File: config.mk
export PLATFORM = sky130hd
export DESIGN_NAME = alu_issue_stage
export DESIGN_NICKNAME = d
export VERILOG_FILES = /design/src/rtl/alu_issue_stage.sv
export SDC_FILE = /design/constraint.sdc
export NUM_CORES = 1
export LEC_CHECK = 0
export CORE_ASPECT_RATIO = 1.2
export CORE_UTILIZATION = 60
export CTS_BUF_LIST = sky130_fd_sc_hd__clkbuf_2 sky130_fd_sc_hd__clkbuf_4 sky130_fd_sc_hd__clkbuf_8
export CTS_CLUSTER_SIZE = 28
export DETAILED_ROUTE_END_ITERATION = 10
export DONT_BUFFER_PORTS = 1
export PLACE_DENSITY = 0.77
export SYNTH_ARGS = -nofsm -noshare
export SYNTH_HDL_FRONTEND = slang
export SYNTH_SLANG_ARGS = --single-unit
File: constraint.sdc
create_clock -name clk -period 3.2 [get_ports clk]
set_clock_uncertainty 0.05 [all_clocks]
set_input_delay 0.64 -clock clk [delete_from_list [all_inputs] [get_ports clk]]
set_output_delay 0.64 -clock clk [all_outputs]
set_load 0.1 [all_outputs]
File: src/rtl/alu_issue_stage.sv
// Registered ALU issue stage: decodes ALUOp/Funct3/Funct7 into an ALU Operation code and buffers
// {SrcA, SrcB, Operation} behind a two-entry skid buffer. Optional macro: ALU_ILLEGAL_TRAP_EN.
module alu_issue_stage #(
  parameter int DATA_WIDTH    = 32,
  parameter int OPCODE_LENGTH = 4
) (
  input  logic                     clk,
  input  logic                     reset,
  input  logic                     InValid,
  output logic                     InReady,
  input  logic [1:0]               ALUOp,
  input  logic [2:0]               Funct3,
  input  logic [6:0]               Funct7,
  input  logic                     ALUSrc,
  input  logic [DATA_WIDTH-1:0]    RD1,
  input  logic [DATA_WIDTH-1:0]    RD2,
  input  logic [DATA_WIDTH-1:0]    Imm,
  input  logic                     Flush,
  output logic                     OutValid,
  input  logic                     OutReady,
  output logic [DATA_WIDTH-1:0]    SrcA,
  output logic [DATA_WIDTH-1:0]    SrcB,
  output logic [OPCODE_LENGTH-1:0] Operation,
  output logic                     IllegalOp
);

  localparam logic [OPCODE_LENGTH-1:0] OP_AND = OPCODE_LENGTH'(4'b0000);
  localparam logic [OPCODE_LENGTH-1:0] OP_OR  = OPCODE_LENGTH'(4'b0001);
  localparam logic [OPCODE_LENGTH-1:0] OP_ADD = OPCODE_LENGTH'(4'b0010);
  localparam logic [OPCODE_LENGTH-1:0] OP_XOR = OPCODE_LENGTH'(4'b0011);
  localparam logic [OPCODE_LENGTH-1:0] OP_EQ  = OPCODE_LENGTH'(4'b1000);
  localparam logic [OPCODE_LENGTH-1:0] OP_ILL = '1;

  typedef enum logic [1:0] {
    EMPTY = 2'b00,
    ONE   = 2'b01,
    FULL  = 2'b10
  } state_t;

  typedef struct packed {
    logic [DATA_WIDTH-1:0]    srca;
    logic [DATA_WIDTH-1:0]    srcb;
    logic [OPCODE_LENGTH-1:0] op;
  } bundle_t;

  state_t  state;
  logic    in_ready_q;
  logic    out_valid_q;
  bundle_t out_q;
  bundle_t skid_q;
  bundle_t in_bundle;

  logic [OPCODE_LENGTH-1:0] arith_op;
  logic                     arith_ok;
  logic [OPCODE_LENGTH-1:0] dec_op;
  logic                     dec_illegal;
  logic                     accept;
  logic                     drain;
  logic                     take;

  // The ADD/AND/OR/XOR Funct3 map is shared by R-type and I-type ALU ops.
  // NOTE: every always_comb output gets a default first so no path can infer a latch.
  always_comb begin
    arith_op = OP_ILL;
    arith_ok = 1'b0;
    case (Funct3)
      3'b000:  begin arith_op = OP_ADD; arith_ok = 1'b1; end
      3'b111:  begin arith_op = OP_AND; arith_ok = 1'b1; end
      3'b110:  begin arith_op = OP_OR;  arith_ok = 1'b1; end
      3'b100:  begin arith_op = OP_XOR; arith_ok = 1'b1; end
      default: begin arith_op = OP_ILL; arith_ok = 1'b0; end
    endcase
  end

  always_comb begin
    dec_op      = OP_ILL;
    dec_illegal = 1'b1;
    case (ALUOp)
      2'b00: begin
        dec_op      = OP_ADD;
        dec_illegal = 1'b0;
      end
      2'b01: begin
        if (Funct3 == 3'b000) begin
          dec_op      = OP_EQ;
          dec_illegal = 1'b0;
        end
      end
      2'b10: begin
        if (Funct7 == 7'b0000000 && arith_ok) begin
          dec_op      = arith_op;
          dec_illegal = 1'b0;
        end
      end
      default: begin
        if (arith_ok) begin
          dec_op      = arith_op;
          dec_illegal = 1'b0;
        end
      end
    endcase
  end

  always_comb begin
    in_bundle      = '0;
    in_bundle.srca = RD1;
    in_bundle.srcb = ALUSrc ? Imm : RD2;
    in_bundle.op   = dec_op;
  end

  assign accept = InValid & in_ready_q;
  assign drain  = out_valid_q & OutReady;

`ifdef ALU_ILLEGAL_TRAP_EN
  logic illegal_q;

  // Illegal bundles are swallowed: they leave the buffer occupancy untouched.
  assign take = accept & ~dec_illegal;

  always_ff @(posedge clk) begin
    if (reset) illegal_q <= 1'b0;
    else       illegal_q <= accept & dec_illegal & ~Flush;
  end

  assign IllegalOp = illegal_q;
`else
  assign take      = accept;
  assign IllegalOp = 1'b0;
`endif

  // NOTE: sequential state uses non-blocking assignments so every flop samples pre-edge values.
  always_ff @(posedge clk) begin
    if (reset) begin
      state       <= EMPTY;
      in_ready_q  <= 1'b1;
      out_valid_q <= 1'b0;
      out_q       <= '0;
    end else if (Flush) begin
      state       <= EMPTY;
      in_ready_q  <= 1'b1;
      out_valid_q <= 1'b0;
    end else begin
      case (state)
        EMPTY: begin
          if (take) begin
            out_q       <= in_bundle;
            out_valid_q <= 1'b1;
            state       <= ONE;
          end
        end
        ONE: begin
          case ({take, drain})
            2'b10: begin
              state      <= FULL;
              in_ready_q <= 1'b0;
            end
            2'b01: begin
              out_valid_q <= 1'b0;
              state       <= EMPTY;
            end
            2'b11:   out_q <= in_bundle;
            default: ;
          endcase
        end
        FULL: begin
          if (drain) begin
            out_q      <= skid_q;
            state      <= ONE;
            in_ready_q <= 1'b1;
          end
        end
        default: begin
          state       <= EMPTY;
          in_ready_q  <= 1'b1;
          out_valid_q <= 1'b0;
        end
      endcase
    end
  end

  // NOTE: the skid register is pure datapath; occupancy is tracked by state, so it needs no reset.
  always_ff @(posedge clk) begin
    if (!reset && !Flush && state == ONE && take && !drain) skid_q <= in_bundle;
  end

  assign InReady   = in_ready_q;
  assign OutValid  = out_valid_q;
  assign SrcA      = out_q.srca;
  assign SrcB      = out_q.srcb;
  assign Operation = out_q.op;

endmodule

# After elaboration in Yosys (flattened, before gate mapping)
# Index checks and enable logic that the tools add are counted.
totals:
  register_bits: 140
  in_bits: 114
  out_inout_bits: 71
op_classes:
  n_eq_ne: 16
  mux: 21
  bitwise: 5
  n_reduce_logical: 19
ops:
  columns: ["op", "n"]
  rows:
  - ["68-bit two-way mux", 3]
  - ["68-bit case mux with 3 select lines", 1]
  - ["32-bit two-way mux", 1]
  - ["4-bit case mux with 4 select lines", 1]
  - ["4-bit case mux with 3 select lines", 1]
  - ["3-bit == test, second input constant", 3]
  - ["3-bit AND reduction", 3]
  - ["2-bit == test, second input constant", 4]
  - ["4-bit two-way mux", 2]
  - ["7-bit zero test", 1]
  - ["2-bit by 1-bit == test with 1-bit output, second input constant", 3]
  - ["2-bit by 1-bit inequality test with 1-bit output, second input constant", 3]
  - ["1-bit case mux with 3 select lines", 2]
  - ["2-bit case mux with 3 select lines", 1]
  - ["1-bit logical AND", 5]
  - ["1-bit two-way mux", 5]
  - ["5-bit AND reduction", 1]
  - ["2-bit zero test", 2]
  - ["2-bit two-way mux", 2]
  - ["2-bit inequality test, second input constant", 2]
  - ["2-bit case mux with 2 select lines", 1]
  - ["4-bit OR reduction", 1]
  - ["1-bit zero test", 3]
  - ["3-bit zero test", 1]
  - ["6 further kinds", 9]

# Depth between registers and ports, before layout
logic_depth:
  word_depth: 8
  mapped_depth: 8
  depth_no_buf: 4

# Worst setup path before layout
# Ideal clock, no wire load.
synth_path:
  path_type: "register to register"
  from: "register out_valid_q, in the netlist OutValid"
  to: "register skid_q[0] in the netlist's numbering (enable)"
  setup_time_ns: 0.413
  t_arrival_ns: 2.169
  path_slack_ns: 0.568
  path_stages_with_launch: 4
  n_path_buf: 0
  synth_period_minus_slack_ns: 2.632
  path_cell_list: "dfxtp_1 -> nand2_1 -> and4b_1 -> and3_2"
synth_via:
  elab_chain_cells: 3
synth_lines:
  columns: ["item", "line_no", "source"]
  rows:
  - ["start, declared", "48", "logic out_valid_q;"]
  - ["start signal, assigned", "136", "out_valid_q <= 1'b0;"]
  - ["start signal, assigned", "141", "out_valid_q <= 1'b0;"]
  - ["start signal, assigned", "147", "out_valid_q <= 1'b1;"]
  - ["1-bit bitwise AND", "112", "assign drain = out_valid_q & OutReady;"]
  - ["1-bit zero test", "183", "if (!reset && !Flush && state == ONE && take && !drain) skid_q <= in_bundle;"]
  - ["1-bit logical AND", "183", null]
  - ["end signal, assigned", "183", null]
  - ["end, declared", "50", "bundle_t skid_q;"]
# Every way passes these cells.
# A chain may end at the register's enable or synchronous reset.

# Final worst setup path
layout_path:
  from: "register state[0]"
  to: "register out_q, in the netlist SrcA[9]"
layout_via:
  elab_chain_cells: 3
  word_cells_on_any_way: 9
layout_lines:
  columns: ["item", "line_no", "source"]
  rows:
  - ["start, declared", "46", "state_t state;"]
  - ["start signal, assigned", "134", "state <= EMPTY;"]
  - ["start signal, assigned", "139", "state <= EMPTY;"]
  - ["start signal, assigned", "148", "state <= ONE;"]
  - ["2-bit by 1-bit == test with 1-bit output, or another cell as far along", "143", "case (state)"]
  - ["2-bit by 1-bit inequality test with 1-bit output (no source line), or another cell as far along", null, null]
  - ["5-bit AND reduction (no source line)", null, null]
  - ["end signal, assigned", "146", "out_q <= in_bundle;"]
  - ["end signal, assigned", "161", "2'b11: out_q <= in_bundle;"]
  - ["end signal, assigned", "167", "out_q <= skid_q;"]
  - ["end, declared", "49", "bundle_t out_q;"]
# Several ways; a longest one is shown, not always the timed one.

==> results.json <==
{
  "drtIter0Drc": 222,
  "final_cells": 701,
  "grt_pass1_vias": 4254,
  "synth_common_cells": "72 x dfxtp_1, 72 x nand2_1, 71 x nor2_1",
  "synth_edf_count": 68,
  "timing.rr.start": "state[0]",
  "critPathKind": "reg2reg",
  "min_path_type": "in2reg",
  "synthArstFlopShare": 0,
  "min_period_over_period": 0.812,
  "synth_nets": 706,
  "hold_buffers": 0,
  "drv_slew": 0,
  "cp_data_required_time_ns": 3.46,
  "period_minus_slack_ns": 2.60,
  "synth.area.top_cells": "edfxtp_1 34%, dfxtp_1 24%, mux2_2 6.0%, a21oi_1 5.8%, a311oi_1 4.6%",
  "routedWlPerCell_um": 19.2,
  "cts_tree": "yes",
  "totalPowerFinal_w": 0.00406,
  "synth.distinct_cells": 41,
  "maxSlewHeadroom": 0.315,
  "synth_top_cell_by_area": "edfxtp_1",
  "hold_viol": 0,
  "dieArea_sq_um": 10500,
  "synth_top_family_by_area": "simple AND/OR/NAND/NOR gates",
  "synth_flop_cell": "dfxtp_1",
  "overflow": 0,
  "r2r_end": "SrcA[9]",
  "outcome": "complete, no violations",
  "finalCoreUtilization": 0.665,
  "rows": 39,
  "cts_resized": 0,
  "r2r_slack_ns": 0.60,
  "ys_ff_latch": 140,
  "place_inst": 669,
  "netlist_instances": 592,
  "start_util": 0.626,
  "first_pass_iters": 4,
  "startpoint": "state[0]",
  "routed_wl_um": 13500,
  "ys_warn_count": 0,
  "cap_violations": 0,
  "max_clock_freq_mhz": 385,
  "die_x_um": 93.6,
  "cp_max_fo": 68,
  "slowest_delay_ns": 0.74,
  "grt_usage": 0.263,
  "synth_compound_area_frac": 0.157,
  "core_area_sq_um": 9660,
  "gp_congestion": 0.861,
  "tightest_slew_ns": 1.03,
  "start_kind": "flip-flop",
  "place_hpwl_um": 8230,
  "setup_violations": 0,
  "antenna_found_initial": 0,
  "io_pins": 185,
  "dieHeight_um": 112,
  "synth_xor_area_frac": 0,
  "io_buffers": 0,
  "synthAdderAreaFrac": 0,
  "post-cts-setup-buffer-count": 0,
  "fin_nets": 679,
  "numCtsBuffers": 17,
  "ys_seq_area_frac": 0.576,
  "cp-end-kind": "flip-flop",
  "leakagePower_nw": 2.15,
  "reg2reg_depth": 5,
  "worstSetupEndpoint": "SrcA[9]",
  "grt_pass1_wl_um": 21100,
  "synth-simple-area-share": 0.164,
  "synth_top_cell_area_share": 0.338,
  "arrival_ns": 2.86,
  "path_clk_slew_ns": 0.07,
  "syn_area_per_cell_sq_um": 10.2,
  "area_growth_pct": 6.25,
  "dr_total_vias": 4424,
  "vias_per_cell": 6.31,
  "crit_path_top_delay_cell": "o221a_4",
  "cts.sinks": 140,
  "cts-root-buf": "clkbuf_8",
  "clk_latency_ns": 0.43,
  "syn-cell-area_sq_um": 6050,
  "drc_errors": 0,
  "diodes": 0,
  "synthMuxAreaShare": 0.0596,
  "worstPathCellList": "nand2b_4 > o221a_4 > nor2_2 > buf_4 > a311oi_1",
  "power_density_nw_per_um2": 631,
  "grt_max_degree": 75,
  "clk_path_buf_depth": 2,
  "irDropWorstVdd_mv": 0.471,
  "drive_above_1_share": 0.135,
  "antenna_left": 0,
  "htreeDepth": 4,
  "setup_tns_ns": 0,
  "rsz0062_at_grt": "false"
}
## power by group
group / total [W] / leakage [nW] / switching [W] / internal, W
Combinational: 0.000278 / 0.759 / 0.000159 / 0.000119
Sequential: 0.00241 / 1.20 / 0.000467 / 0.00195
Clock: 0.00137 / 0.186 / 0.000677 / 0.000688
## critical path, delay by kind of cell, from the launching register on
family,cells,cell delay (ns)
buffers and inverters,1,0.27
AO/OA/AOI/OAI,2,1.12
AND/OR/NAND/NOR,2,0.53
flip-flops,1,0.49
## metrics by stage
| step | setup WS (ns) | area, sq um | hold WS [ns] |
|---|---|---|---|
| global route | 0.433 | 6420 | 0.205 |
| CTS | 0.680 | 6420 | 0.188 |
| global placement | 0.827 | 6040 | 0.462 |
| floorplan | 0.568 | 6050 | 0.466 |
| finish | 0.602 | 6420 | 0.242 |
| detailed placement | 0.698 | 6040 | 0.487 |
## state kept, by name, indices dropped and copies added, names as in the netlist
signal,cells
skid_q,68
SrcA,32
SrcB,32
InReady,1
Operation,4
OutValid,1
state,2
## cell type report
cell class / instances / area, sq um
sequential: 140 / 3480
fill: 771 / 3240
multi-input combinational: 393 / 2310
clock buffer: 17 / 234
tap: 123 / 154
clock inverter: 15 / 149
timing repair buffer: 8 / 72.6
inverter: 5 / 18.8
## cell families (layout without fill, tap and decap cells)
group                  after synthesis  after routing
and+or+nand+nor                    207            207
AOI/OAI and AO/OA                  153            153
DFF                                140            140
buffers and inverters               59             45
muxes                               32             32
other                                1              1
## layout by cell type, fill, tap and decap left out, types with 2 or more instances in the layout
cell type / count
inv_1: 4
clkinv_4: 2
nand3_1: 4
bufinv_16: 2
o21a_1: 2
clkinv_1: 2
clkbuf_8: 17
a21oi_1: 70
nor2_1: 71
o221ai_1: 2
nand2_1: 72
inv_6: 2
a311oi_1: 32
nor3b_1: 2
or4_1: 34
o21ai_0: 39
nor3_1: 3
nor4_1: 3
o32ai_1: 2
edfxtp_1: 68
nand2b_1: 8
dfxtp_1: 72
buf_4: 7
mux2_2: 32
clkinv_2: 4
clkinvlp_4: 4
## worst min-delay path by stage
| stage | from | endpoint | slack [ns] | cells past startpoint |
|---|---|---|---|---|
| after floorplan | skid_q[58] | SrcA[22] | 0.47 | 2 |
| after global placement | skid_q[62] | SrcA[26] | 0.46 | 2 |
| after detailed placement | skid_q[67] | SrcA[31] | 0.49 | 2 |
| after CTS | reset | SrcB[7] | 0.19 | 1 |
| after global routing | reset | SrcB[26] | 0.20 | 1 |
| final | reset | SrcA[25] | 0.24 | 1 |
## metal layers
layer | global-route usage | vias up | routed length (um)
met5 | 0 | - | 0
met4 | 0.112 | 0 | 223
met3 | 0.0902 | 21 | 1150
met2 | 0.429 | 181 | 6700
met1 | 0.314 | 2105 | 5390
li1 | - | 2117 | -
Note: power is estimated with default switching activity, not from simulation.
